==> src/rtl/tlk2711_pkg.sv <==
// ---------------------------------------------------------------------------
// tlk2711_pkg
// Shared definitions for the TLK2711 RX path: link test controller state
// encoding, K-code and frame-header constants used by the rx validation
// checker, and the checker's error status codes.
// ---------------------------------------------------------------------------
package tlk2711_pkg;

    // Link test controller states; the numeric values are visible on o_state.
    typedef enum logic [2:0] {
        ST_IDLE   = 3'd0,
        ST_RESET  = 3'd1,
        ST_SETTLE = 3'd2,
        ST_CHECK  = 3'd3,
        ST_LINKED = 3'd4,
        ST_RETRY  = 3'd5,
        ST_FAIL   = 3'd6
    } link_state_t;

    // 8b/10b control characters
    localparam logic [7:0] K28_5 = 8'hBC;
    localparam logic [7:0] D5_6  = 8'hC5;
    localparam logic [7:0] K27_7 = 8'hFB;
    localparam logic [7:0] K28_2 = 8'h5C;
    localparam logic [7:0] K30_7 = 8'hFE;
    localparam logic [7:0] K29_7 = 8'hFD;

    // Frame header words
    localparam logic [15:0] FRAME_HDR_0 = 16'hEB90;
    localparam logic [15:0] FRAME_HDR_1 = 16'hE116;

    // Checker error status codes (valid with i_check_error)
    localparam logic [3:0] ERR_HDR_MISMATCH = 4'd1;
    localparam logic [3:0] ERR_K_CODE       = 4'd2;
    localparam logic [3:0] ERR_DISPARITY    = 4'd3;
    localparam logic [3:0] ERR_LEN_SHORT    = 4'd4;
    localparam logic [3:0] ERR_LEN_LONG     = 4'd5;
    localparam logic [3:0] ERR_SEQ          = 4'd6;
    localparam logic [3:0] ERR_CRC          = 4'd7;
    localparam logic [3:0] ERR_DATA         = 4'd8;
    localparam logic [3:0] ERR_EOF_MISSING  = 4'd9;
    localparam logic [3:0] ERR_SYNC_LOST    = 4'd10;

    // States in which the checker's frames and errors are judged.
    function automatic logic is_check_state(input link_state_t s);
        return (s == ST_CHECK) || (s == ST_LINKED);
    endfunction

endpackage

==> src/rtl/tlk2711_sat_cnt.sv <==
// ---------------------------------------------------------------------------
// tlk2711_sat_cnt
// Saturating up-counter with synchronous clear (clear wins over increment).
//   clk, rst_n : clock, async active-low reset
//   clr        : synchronous clear to zero
//   inc        : increment by one, holding at all-ones
//   cnt        : counter value
// ---------------------------------------------------------------------------
module tlk2711_sat_cnt #(
    parameter int unsigned W = 8
) (
    input  logic         clk,
    input  logic         rst_n,
    input  logic         clr,
    input  logic         inc,
    output logic [W-1:0] cnt
);

    always_ff @(posedge clk or negedge rst_n) begin
        if (!rst_n) begin
            cnt <= '0;
        end else if (clr) begin
            cnt <= '0;
        end else if (inc && (cnt != '1)) begin
            cnt <= cnt + W'(1);
        end
    end

endmodule

==> src/rtl/tlk2711_link_test_ctrl.sv <==
// ---------------------------------------------------------------------------
// tlk2711_link_test_ctrl
// Sequences TLK2711 RX link test mode: pulses the rx checker's soft reset,
// lets it acquire sync, then judges its error pulses over windows of frames.
// Declares link up, retries training, or gives up after MAX_RETRY retries.
//   clk, rst_n        : RX recovered clock, async active-low reset
//   i_start / i_stop  : start (from IDLE/FAIL) / abort-to-IDLE pulses
//   i_2711_los        : synchronised loss of signal
//   i_check_error     : checker error pulse, i_error_status its code
//   i_frame_done      : one pulse per received frame
//   o_soft_rst        : checker soft reset
//   o_check_ena       : checker enable
//   o_link_up, o_fail : link qualified / retries exhausted
//   o_state           : current state (link_state_t encoding)
//   o_err_cnt, o_frame_cnt, o_last_err_status, o_retry_cnt : statistics
// ---------------------------------------------------------------------------
module tlk2711_link_test_ctrl
    import tlk2711_pkg::*;
#(
    parameter int unsigned RST_CYCLES    = 16,
    parameter int unsigned SETTLE_CYCLES = 1024,
    parameter int unsigned WINDOW_FRAMES = 256,
    parameter int unsigned ERR_THRESH    = 4,
    parameter int unsigned FRAME_TIMEOUT = 65536,
    parameter int unsigned MAX_RETRY     = 8,
    parameter int unsigned CNT_W         = 32
) (
    input  logic             clk,
    input  logic             rst_n,
    input  logic             i_start,
    input  logic             i_stop,
    input  logic             i_2711_los,
    input  logic             i_check_error,
    input  logic [3:0]       i_error_status,
    input  logic             i_frame_done,
    output logic             o_soft_rst,
    output logic             o_check_ena,
    output logic             o_link_up,
    output logic             o_fail,
    output logic [2:0]       o_state,
    output logic [CNT_W-1:0] o_err_cnt,
    output logic [CNT_W-1:0] o_frame_cnt,
    output logic [3:0]       o_last_err_status,
    output logic [7:0]       o_retry_cnt
);

    localparam int unsigned PH_MAX = (SETTLE_CYCLES > RST_CYCLES) ? SETTLE_CYCLES : RST_CYCLES;
    localparam int unsigned PH_W   = $clog2(PH_MAX) + 1;
    localparam int unsigned FW     = $clog2(WINDOW_FRAMES + 1);
    localparam int unsigned EW     = $clog2(ERR_THRESH + 1);
    localparam int unsigned TW     = $clog2(FRAME_TIMEOUT + 1);

    localparam int unsigned RST_LAST_I    = RST_CYCLES - 1;
    localparam int unsigned SETTLE_LAST_I = SETTLE_CYCLES - 1;

    localparam logic [PH_W-1:0] RST_LAST    = RST_LAST_I[PH_W-1:0];
    localparam logic [PH_W-1:0] SETTLE_LAST = SETTLE_LAST_I[PH_W-1:0];
    localparam logic [FW:0]     WIN_LIM     = WINDOW_FRAMES[FW:0];
    localparam logic [EW:0]     ERR_LIM     = ERR_THRESH[EW:0];
    localparam logic [TW-1:0]   TO_LIM      = FRAME_TIMEOUT[TW-1:0];
    localparam logic [7:0]      RETRY_LIM   = MAX_RETRY[7:0];

    link_state_t     state;
    link_state_t     state_nxt;
    logic [PH_W-1:0] phase_cnt;
    logic [FW-1:0]   win_frm;
    logic [EW-1:0]   win_err;
    logic [TW-1:0]   to_cnt;
    logic [FW:0]     win_frm_sum;
    logic [EW:0]     win_err_sum;
    logic [7:0]      retry_inc;

    logic in_chk;
    logic counting;
    logic start_clr;
    logic frame_tout;
    logic win_end;
    logic retry_req;
    logic chk_entry;

    assign in_chk      = is_check_state(state);
    assign counting    = in_chk && !i_stop;
    assign start_clr   = !i_stop && i_start && ((state == ST_IDLE) || (state == ST_FAIL));
    assign win_frm_sum = {1'b0, win_frm} + {{FW{1'b0}}, i_frame_done};
    assign win_err_sum = {1'b0, win_err} + {{EW{1'b0}}, i_check_error};
    assign frame_tout  = (to_cnt == TO_LIM);
    assign win_end     = (win_frm_sum == WIN_LIM);
    assign retry_req   = (win_err_sum >= ERR_LIM) || i_2711_los || frame_tout;
    assign retry_inc   = (o_retry_cnt == 8'hFF) ? 8'hFF : o_retry_cnt + 8'd1;
    assign chk_entry   = (state == ST_SETTLE) && (state_nxt == ST_CHECK);

    assign o_state = state;

    // Next-state decode; i_stop overrides everything.
    always_comb begin
        state_nxt = state;
        if (i_stop) begin
            state_nxt = ST_IDLE;
        end else begin
            case (state)
                ST_IDLE, ST_FAIL: if (i_start) state_nxt = ST_RESET;
                ST_RESET:         if (phase_cnt == RST_LAST) state_nxt = ST_SETTLE;
                ST_SETTLE: begin
                    if (i_2711_los)                    state_nxt = ST_RETRY;
                    else if (phase_cnt == SETTLE_LAST) state_nxt = ST_CHECK;
                end
                // Retry takes precedence over a window completing this cycle.
                ST_CHECK, ST_LINKED: begin
                    if (retry_req)    state_nxt = ST_RETRY;
                    else if (win_end) state_nxt = ST_LINKED;
                end
                ST_RETRY: state_nxt = (retry_inc == RETRY_LIM) ? ST_FAIL : ST_RESET;
                default:  state_nxt = ST_IDLE;
            endcase
        end
    end

    // State register with outputs registered from the next state, so each
    // output lines up with o_state on the same cycle.
    always_ff @(posedge clk or negedge rst_n) begin
        if (!rst_n) begin
            state       <= ST_IDLE;
            o_soft_rst  <= 1'b0;
            o_check_ena <= 1'b0;
            o_link_up   <= 1'b0;
            o_fail      <= 1'b0;
        end else begin
            state       <= state_nxt;
            o_soft_rst  <= (state_nxt == ST_RESET);
            o_check_ena <= (state_nxt == ST_SETTLE) || (state_nxt == ST_CHECK) ||
                           (state_nxt == ST_LINKED);
            o_link_up   <= (state_nxt == ST_LINKED);
            o_fail      <= (state_nxt == ST_FAIL);
        end
    end

    // Phase timer for RESET/SETTLE: restarts on every state change.
    always_ff @(posedge clk or negedge rst_n) begin
        if (!rst_n) begin
            phase_cnt <= '0;
        end else if (state_nxt != state) begin
            phase_cnt <= '0;
        end else begin
            phase_cnt <= phase_cnt + PH_W'(1);
        end
    end

    // Window accumulators and frame timeout. Both accumulators stay below
    // their limits because reaching a limit either ends the window or retries.
    always_ff @(posedge clk or negedge rst_n) begin
        if (!rst_n) begin
            win_frm <= '0;
            win_err <= '0;
            to_cnt  <= '0;
        end else if (chk_entry) begin
            win_frm <= '0;
            win_err <= '0;
            to_cnt  <= '0;
        end else if (counting) begin
            if (win_end) begin
                win_frm <= '0;
                win_err <= '0;
            end else begin
                win_frm <= win_frm_sum[FW-1:0];
                win_err <= win_err_sum[EW-1:0];
            end
            if (i_frame_done) begin
                to_cnt <= '0;
            end else if (!frame_tout) begin
                to_cnt <= to_cnt + TW'(1);
            end
        end
    end

    always_ff @(posedge clk or negedge rst_n) begin
        if (!rst_n) begin
            o_last_err_status <= '0;
        end else if (start_clr) begin
            o_last_err_status <= '0;
        end else if (counting && i_check_error) begin
            o_last_err_status <= i_error_status;
        end
    end

    tlk2711_sat_cnt #(.W(CNT_W)) u_err_cnt (
        .clk   (clk),
        .rst_n (rst_n),
        .clr   (start_clr),
        .inc   (counting && i_check_error),
        .cnt   (o_err_cnt)
    );

    tlk2711_sat_cnt #(.W(CNT_W)) u_frame_cnt (
        .clk   (clk),
        .rst_n (rst_n),
        .clr   (start_clr),
        .inc   (counting && i_frame_done),
        .cnt   (o_frame_cnt)
    );

    tlk2711_sat_cnt #(.W(8)) u_retry_cnt (
        .clk   (clk),
        .rst_n (rst_n),
        .clr   (start_clr),
        .inc   ((state == ST_RETRY) && !i_stop),
        .cnt   (o_retry_cnt)
    );

endmodule

==> config.mk <==
export PLATFORM = sky130hd
export DESIGN_NAME = tlk2711_link_test_ctrl
export DESIGN_NICKNAME = d
export VERILOG_FILES = /design/src/rtl/tlk2711_pkg.sv /design/src/rtl/tlk2711_sat_cnt.sv /design/src/rtl/tlk2711_link_test_ctrl.sv
export SDC_FILE = /design/constraint.sdc
export NUM_CORES = 1
export LEC_CHECK = 0
export ABC_AREA = 1
export BUFFER_PORTS_ARGS = -buffer_cell sky130_fd_sc_hd__buf_2
export CORE_MARGIN = 2
export CORE_UTILIZATION = 46
export DETAILED_ROUTE_END_ITERATION = 16
export PLACE_DENSITY = 0.65
export SETUP_SLACK_MARGIN = 0.5
export SLEW_MARGIN = 15
export SYNTH_ARGS = -nofsm -noshare
export SYNTH_HDL_FRONTEND = slang
export SYNTH_HIERARCHICAL = 1
export SYNTH_SLANG_ARGS = --single-unit
==> constraint.sdc <==
create_clock -name clk -period 2.9 [get_ports clk]
set_input_delay 0.29 -clock clk [delete_from_list [all_inputs] [get_ports clk]]
set_output_delay 0.29 -clock clk [all_outputs]
set_load 0.1 [all_outputs]
==> results of run 1 <==
[routing by layer]
metal	GRT usage	vias to the layer above	share of wire
li1	-	4093	-
met3	0.03602	28	0.043
met5	0	-	0
met4	0.07304	0	0.016
met1	0.3014	3760	0.47
met2	0.3755	174	0.47
[flip-flops by register name, indices dropped and copies added (netlist names)]
register and cells:
o_state 3, win_frm 9, phase_cnt 11, u_err_cnt/cnt 32, o_check_ena 1, o_link_up 1
o_last_err_status 4, o_fail 1, u_retry_cnt/cnt 8, u_frame_cnt/cnt 32, win_err 3, o_soft_rst 1
to_cnt 17
[synth_stat cells (6+ instances only)]
master / instances / area, µm²
a21oi_1: 20 / 100.1
buf_2: 6 / 30.03
buf_6: 11 / 123.9
clkbuf_1: 6 / 22.52
dfrtp_1: 123 / 3078
ha_1: 11 / 137.6
inv_1: 153 / 574.3
inv_2: 9 / 33.78
nand2_1: 416 / 1562
nand2_2: 17 / 106.4
nand2_4: 7 / 78.83
nand3_1: 114 / 570.6
nand4_1: 23 / 143.9
nor2_1: 155 / 581.8
nor2_2: 22 / 137.6
nor3_1: 10 / 50.05
o21ai_0: 36 / 180.2
o21ai_1: 24 / 120.1
xnor2_1: 11 / 96.34
xor2_1: 16 / 140.1
[cell type report]
| cell class | count | area [µm²] | share of cell area |
|---|---|---|---|
| flip-flops and latches | 123 | 3088 | 0.3164 |
| clock inverters | 10 | 137.6 | 0.01410 |
| inverters | 163 | 625.6 | 0.06409 |
| repair buffers | 115 | 663.1 | 0.06794 |
| clock buffers | 22 | 494.2 | 0.05063 |
| multi-input cells | 922 | 4466 | 0.4575 |
| well taps | 229 | 286.5 | 0.02936 |
[power by group through the flow]
stage,combinational (mW),clock (mW),sequential [mW]
2_1_floorplan,0.376,0,2.28
3_3_place_gp,0.861,0,1.98
3_5_place_dp,0.871,0,1.98
4_1_cts,0.877,2.30,1.96
5_1_grt,0.992,2.38,1.98
6_report,0.910,2.25,1.96
[how the worst max path moves through the flow]
stage,end,slack (ps)
after floorplan,u_err_cnt/cnt[13],510
after global placement,phase_cnt[10],460
after detailed placement,phase_cnt[10],400
after CTS,phase_cnt[10],510
after global routing,phase_cnt[10],460
final,phase_cnt[10],670
[metrics by stage]
step,std cells,cell area (µm²)
after floorplan,1234,8290
after global placement,1543,8967
after detailed placement,1543,8967
after CTS,1576,9609
after global routing,1584,9761
final,1584,9761
[worst max-delay path, cell delays in order (launching register included)]
cell and delay (ps):
dfrtp_1 410, ha_4 190, ha_4 220, nor2_4 100, nand3_2 60, a21oi_2 100
nand2_1 70, nor2_2 110, nand2_2 70, nand2_1 60, nand2_1 60, nand2_2 90
nand2_2 60, nand2_1 60, nand2_1 50, nor2_1 120, nand2_2 100, buf_8 150
nor2_1 80
[cell families (layout without fill, tap and decap cells)]
kind of cell             Yosys count  in the layout
adder cells (fa/ha/maj)           11             11
flip-flops                       123            123
buffers and inverters            189            310
AO/OA/AOI/OAI                     98             98
AND/OR/NAND/NOR                  786            786
XOR/XNOR                          27             27
[repair_timing]
action / in CTS / in global routing
buffers inserted: 0 / 7
resized for setup: 0 / 27
hold buffers: 1 / 0
endpoints found under the setup margin: 0 / 87
endpoints found under the hold margin: 26 / 0
==> implementation parameters, run 1 <==
Parameter                              Value

Run status
  Result of the run ... finished, final reports clean

Timing
  Worst setup slack after layout ... 668.1 ps
  Number of pins with negative max-slew slack in the final report ... 0
  Worst clock skew ... around 7.3 ps
  F_max ... 0.4480 GHz
  Post-layout min period ... 2232 ps
  RSZ-0062 raised after global routing ... true
  Worst hold-check slack ... around 80 ps
  Share of the clock period used by the worst path ... 0.7696
  Final-layout setup total negative slack ... 0 ps
  Actual transition at the worst max-transition pin ... 530.1 ps
  Setup-violating endpoint count in the final report ... 0
  Worst rel slew slack ... 0.6433
  Final hold viol count ... 0

Synthesis
  Simple-gate area share of the yosys netlist ... 0.4188
  Primary flip-flop cell chosen by synthesis mapping ... dfrtp_1
  Yosys warning total ... 6
  Synth cell types ... 44
  Largest family of logic cells by synthesized area ... simple AND/OR/NAND/NOR gates
  Post-synthesis share of cell area spent on full adders, half adders and majority gates ... 0.01663
  Sequential element share of the synthesized area ... 0.3718
  Synthesized flop and latch total ... 123
  Asr flop ratio synth ... 1.000
  Count of mapped cells out of synthesis ... ~1200
  Mapped Avg Cell Area ... 6.708 µm²
  XOR/XNOR share of the synthesized area ... 0.02857
  Complex-gate fraction of the synthesized area ... 0.06651
  Synthesized area ... 8278 µm²
  Count of flip-flops with a built-in enable after synthesis ... 0
  Nets in the synthesized netlist ... 1256
  Share of synthesized area spent on multiplexers ... 0

Place
  Number of buffers inserted by port buffering ... 93
  Dpl hpwl ... 15.13 mm
  Setup WS pre-CTS ... just under 400 ps
  Weighted congestion reported at the end of routability-driven placement ... between 0.8 and 0.9

Worst setup path
  Reg-to-reg critical path startpoint ... win_frm[0]
  Arrival @ worst endpoint ... 2580 ps
  Launch point of the worst path ... win_frm[0]
  Worst reg2reg endpoint ... phase_cnt[10]
  Critical path capture point type ... flop
  Nature of the critical path startpoint ... flop
  Register-to-register setup slack ... 670 ps
  Largest fanout of any net on the critical path ... 6
  Worst R2R Path Depth ... 18
  Critical path data required time ... 3250 ps
  Crit path kind ... flop to flop

Cells and area
  Count of antenna diodes in the layout ... 0
  Area growth syn-to-layout ... 17.91%
  Leading cell type in the layout, fill and taps excluded ... nand2_1
  Fill cell total of the finished layout ... 1791
  Commonest non-fill, non-tap cells in the layout ... 414 x nand2_1, 152 x inv_1, 152 x nor2_1, 115 x dfrtp_1, 113 x nand3_1
  Number of nets in the finished design ... 1364
  Layout cell share with drive strength beyond 1 ... 0.1779
  Final core area utilization ... 0.5490

Pwr
  Sum of internal, switching and leakage power ... about 5 mW
  Peak VDD IR ... 0.4220 mV
  Combinational fraction of design power ... 0.178
  Net switching power figure ... 1.606 mW
  Power per cell area ... about 520 nW/µm²
  Internal Dissipation ... 3.507 mW
  Switching part of the total power ... 0.3141
  Sequential share of power ... 0.383
  Lkg Pwr ... 4.973 nW
  Part of the total power dissipated in the clock network ... 0.439

Drt
  Post-DR vias/cell ... 5.085
  Count of TritonRoute iterations in the first routing pass ... 5
  Wire length reported by the detailed router ... around 21 mm
  Post-DRT Antenna Nets ... 0
  Detailed-route wire length per cell ... 13.38 µm
  Violation count after the first detailed-routing iteration ... 366
  Post-route DRC violation count ... 0
  Count of vias placed by the detailed router ... about 8000

Global routing
  Number of global-route vias before repair ... 7477
  First-pass GRT wire length ... 36.03 mm
  Antenna violations before repair ... 0
  Total grt overflow ... 0
  Overall Global Routing Usage ... 0.2252
  Maximum number of pins on one net before global-route repair ... 37

Clock network
  Clock sink total ... 123
  Clock insertion delay at the later pin of the skew report ... 420 ps
  CTS tree ... done
  Cell at the root of the clock tree ... clkbuf_16
  Maximum buffer depth of the clock tree ... 2
  Htree depth ... 4
  Clock transition at path regs ... 60 ps
  Number of buffers created by CTS ... 17

Floorplan
  Ports ... 94
  Number of rows in the core area ... 49
  Die area ... between 15000 and 20000 µm²
  Horiz. Die Dim ... roughly 140 µm
  Y dimension of the die ... 138.1 µm
  Core footprint ... around 18000 µm²
  Effective utilization at floorplan ... 0.4656

Worst hold path
  Worst Hold End ... o_last_err_status[1]
  Hold Crit Depth ... 3
  Startpoint of the most critical hold path ... i_error_status[1]
  Hold Crit Class ... input pin to flop

Run
  Number of max-cap violations ... 0
Note: power is estimated with default switching activity, not from simulation.
==> run 2: changes to the inputs <==
==> constraint.sdc (replaced) <==
create_clock -name clk -period 2.3 [get_ports clk]
set_input_delay 0.23 -clock clk [delete_from_list [all_inputs] [get_ports clk]]
set_output_delay 0.23 -clock clk [all_outputs]
set_load 0.1 [all_outputs]
==> implementation parameters, run 2 (synthesis gave the netlist of run 1 again) <==
Parameter                              Value

Run status
  Result of the run ... finished, violations left
  Violations in the final reports ... negative setup slack

Drt
  Post-DR vias/cell ... 5.107 (+0.43%)
  Post-DRT Antenna Nets ... 0 (unchanged)
  Detailed-route wire length per cell ... 14.05 µm (+5.0%)
  Count of vias placed by the detailed router ... 8355 (+3.7%)
  Post-route DRC violation count ... 0 (unchanged)
  Wire length reported by the detailed router ... 22.99 mm (+8.5%)
  Violation count after the first detailed-routing iteration ... 666 (+82%)
  Count of TritonRoute iterations in the first routing pass ... 5 (unchanged)

Floorplan
  Effective utilization at floorplan ... 0.4656 (unchanged)
  Die area ... 19080 µm² (unchanged)
  Horiz. Die Dim ... 138.1 µm (unchanged)
  Core footprint ... 17780 µm² (unchanged)
  Number of rows in the core area ... 49 (unchanged)
  Ports ... 94 (unchanged)
  Y dimension of the die ... 138.1 µm (unchanged)

Worst setup path
  Worst reg2reg endpoint ... phase_cnt[6]
  Critical path data required time ... 2650 ps (-600 ps)
  Arrival @ worst endpoint ... 2700 ps (+120 ps)
  Largest fanout of any net on the critical path ... 5 (-1)
  Launch point of the worst path ... win_frm[0]
  Stage delay of the slowest cell on the critical path ... 410 ps (about the same)
  Cell with the largest stage delay on the worst path ... dfrtp_1
  Chain of cells forming the critical path ... ha_4 > ha_4 > nor2_4 > nand3_2 > a21oi_2 > nand2_1 > nor2_2 > nand2_2 > nand2_2 > nand2_2 > nand2_2 > nand2_2 > nand2_1 > nand2_1 > nor2_2 > nand2_2 > clkbuf_16 > nor2_2
  Library cell appearing most often on the critical path ... nand2_2
  Nature of the critical path startpoint ... flop
  Reg-to-reg critical path startpoint ... win_frm[0]
  Crit path kind ... flop to flop
  Worst R2R Path Depth ... 18 (unchanged)
  Crit path to ... phase_cnt[6]
  Critical path capture point type ... flop
  Register-to-register setup slack ... -50 ps (-720 ps)

Timing
  Worst clock skew ... 8.661 ps (+1.317 ps)
  Final hold viol count ... 0 (unchanged)
  Number of pins with negative max-slew slack in the final report ... 0 (unchanged)
  Post-layout min period ... 2354 ps (+121.8 ps)
  Worst setup slack after layout ... -53.72 ps (-721.8 ps)
  Worst rel slew slack ... 0.5890 (-0.05438)
  Setup-violating endpoint count in the final report ... 12 (+12)
  Share of the clock period used by the worst path ... 1.023 (+0.2537)
  RSZ-0062 raised after global routing ... true
  F_max ... 0.4249 GHz (-5.2%)
  Actual transition at the worst max-transition pin ... 616.6 ps (+86.46 ps)

Place
  Number of buffers inserted by port buffering ... 93 (unchanged)
  Weighted congestion reported at the end of routability-driven placement ... 0.8903 (+0.71%)
  Setup WS pre-CTS ... 38.39 ps (-358.1 ps)
  Dpl hpwl ... 15.04 mm (-0.61%)

Cells and area
  Number of nets in the finished design ... 1416 (+3.8%)
  Layout cell share with drive strength beyond 1 ... 0.2950 (+0.1171)
  Area growth syn-to-layout ... 31.77%
  Count of antenna diodes in the layout ... 0 (unchanged)
  Leading cell type in the layout, fill and taps excluded ... nand2_1
  Commonest non-fill, non-tap cells in the layout ... 404 x nand2_1, 146 x nor2_1, 143 x inv_1, 92 x nand3_1, 92 x buf_2
  Biggest registers after layout ... u_err_cnt/cnt (32), u_frame_cnt/cnt (32), to_cnt (17)

Global routing
  Number of global-route vias before repair ... 7710 (+3.1%)
  Antenna violations before repair ... 0 (unchanged)
  First-pass GRT wire length ... 37.11 mm (+3.0%)
  Total grt overflow ... 0 (unchanged)
  Maximum number of pins on one net before global-route repair ... 61 (+65%)
  Overall Global Routing Usage ... 0.2328 (+0.007616)

Clock network
  Htree depth ... 4 (unchanged)
  Clock transition at path regs ... 60 ps (about the same)
  Clock insertion delay at the later pin of the skew report ... 420 ps (about the same)
  Number of buffers created by CTS ... 17 (unchanged)
  Clock sink total ... 123 (unchanged)
  Maximum buffer depth of the clock tree ... 2 (unchanged)
  Cell at the root of the clock tree ... clkbuf_16
  CTS tree ... done

Worst hold path
  Hold Crit Class ... input pin to flop
  Hold Crit Depth ... 3 (unchanged)

Pwr
  Power per cell area ... 602.1 nW/µm² (+15%)
  Combinational fraction of design power ... 0.198 (+0.020)
  Switching part of the total power ... 0.3271 (+0.01297)
  Peak VDD IR ... 0.5061 mV (+20%)
  Part of the total power dissipated in the clock network ... 0.424 (-0.015)
  Net switching power figure ... 2.148 mW (+34%)
  Internal Dissipation ... 4.420 mW (+26%)
  Sequential share of power ... 0.378 (-0.005)
  Lkg Pwr ... 5.253 nW (+5.6%)
  Sum of internal, switching and leakage power ... 6.568 mW (+28%)

Run
  Number of max-cap violations ... 0 (unchanged)
## run 2: cell types whose count changed in the layout (fill, tap and decap cells not counted), moves of 10 or more
| cell | delta |
|---|---|
| nand3_2 | +18 |
| dfrtp_1 | -67 |
| nand2_1 | -10 |
| buf_12 | +14 |
| dfrtp_2 | +56 |
| dfrtp_4 | +11 |
| buf_4 | +23 |
| nand3_1 | -21 |
## run 2: worst max-delay path, delay by kind of cell (launching register included)
kind | cells | cell delay [ps]
and+or+nand+nor | 14 | 1140
AOI/OAI and AO/OA | 1 | 100
buffers and inverters | 1 | 170
DFF | 1 | 410
adders and majority gates | 2 | 440
## run 2: worst min path at each step
| stage | from | endpoint | slack, ps |
|---|---|---|---|
| floorplan | rst_n | o_check_ena | -70 |
| global placement | rst_n | to_cnt[0] | 270 |
| detailed placement | rst_n | to_cnt[0] | 260 |
| CTS | i_error_status[2] | o_last_err_status[2] | 20 |
| global route | i_error_status[1] | o_last_err_status[1] | 30 |
| finish | i_error_status[2] | o_last_err_status[2] | 30 |
## run 2: cell type report
cell class | count | area (µm²)
Sequential cell | 123 | 3199
Tap cell | 229 | 286.5
Clock inverter | 14 | 172.7
Inverter | 163 | 669.4
Timing Repair Buffer | 167 | 1385
Fill cell | 1643 | 6872
Multi-Input combinational cell | 922 | 4756
Clock buffer | 18 | 439.2
## run 2: through the flow
| stage | setup TNS [ps] | hold WS (ps) | util | std cells | instance area [µm²] |
|---|---|---|---|---|---|
| after floorplan | 0 | -65.59 | - | 1234 | 8650 |
| after global placement | 0 | 265.1 | 0.5293 | 1550 | 9410 |
| after detailed placement | 0 | 264.4 | 0.5293 | 1550 | 9410 |
| after CTS | 0 | 23.36 | 0.5897 | 1611 | 10490 |
| after global routing | -5004 | 33.68 | 0.6135 | 1636 | 10910 |
| final | -460.1 | 31.18 | 0.6135 | 1636 | 10910 |
## run 2: metal layers
layer	routed length [µm]	global-route usage	up-vias
met4	285	0.06069	0
met2	11030	0.3864	222
li1	-	-	4195
met3	1017	0.04330	29
met5	0	0	-
met1	10650	0.3154	3909
## run 2: repair_timing
| item | 4_1_cts | 5_1_grt |
|---|---|---|
| endpoints found under the setup margin | 115 | 118 |
| pin swaps | 11 | 24 |
| hold buffers | 1 | 0 |
| cloned | 3 | 4 |
| hold endpoints to repair | 58 | 0 |
| resized for setup | 38 | 42 |
| setup buffers | 25 | 21 |
## run 2: power by group through the flow
stage	Sequential, mW	Clock, mW	Combinational (mW)
3_5_place_dp	2.52	0	1.13
4_1_cts	2.48	2.83	1.19
3_3_place_gp	2.52	0	1.12
5_1_grt	2.50	2.95	1.41
6_report	2.48	2.78	1.30
2_1_floorplan	2.89	0	0.490
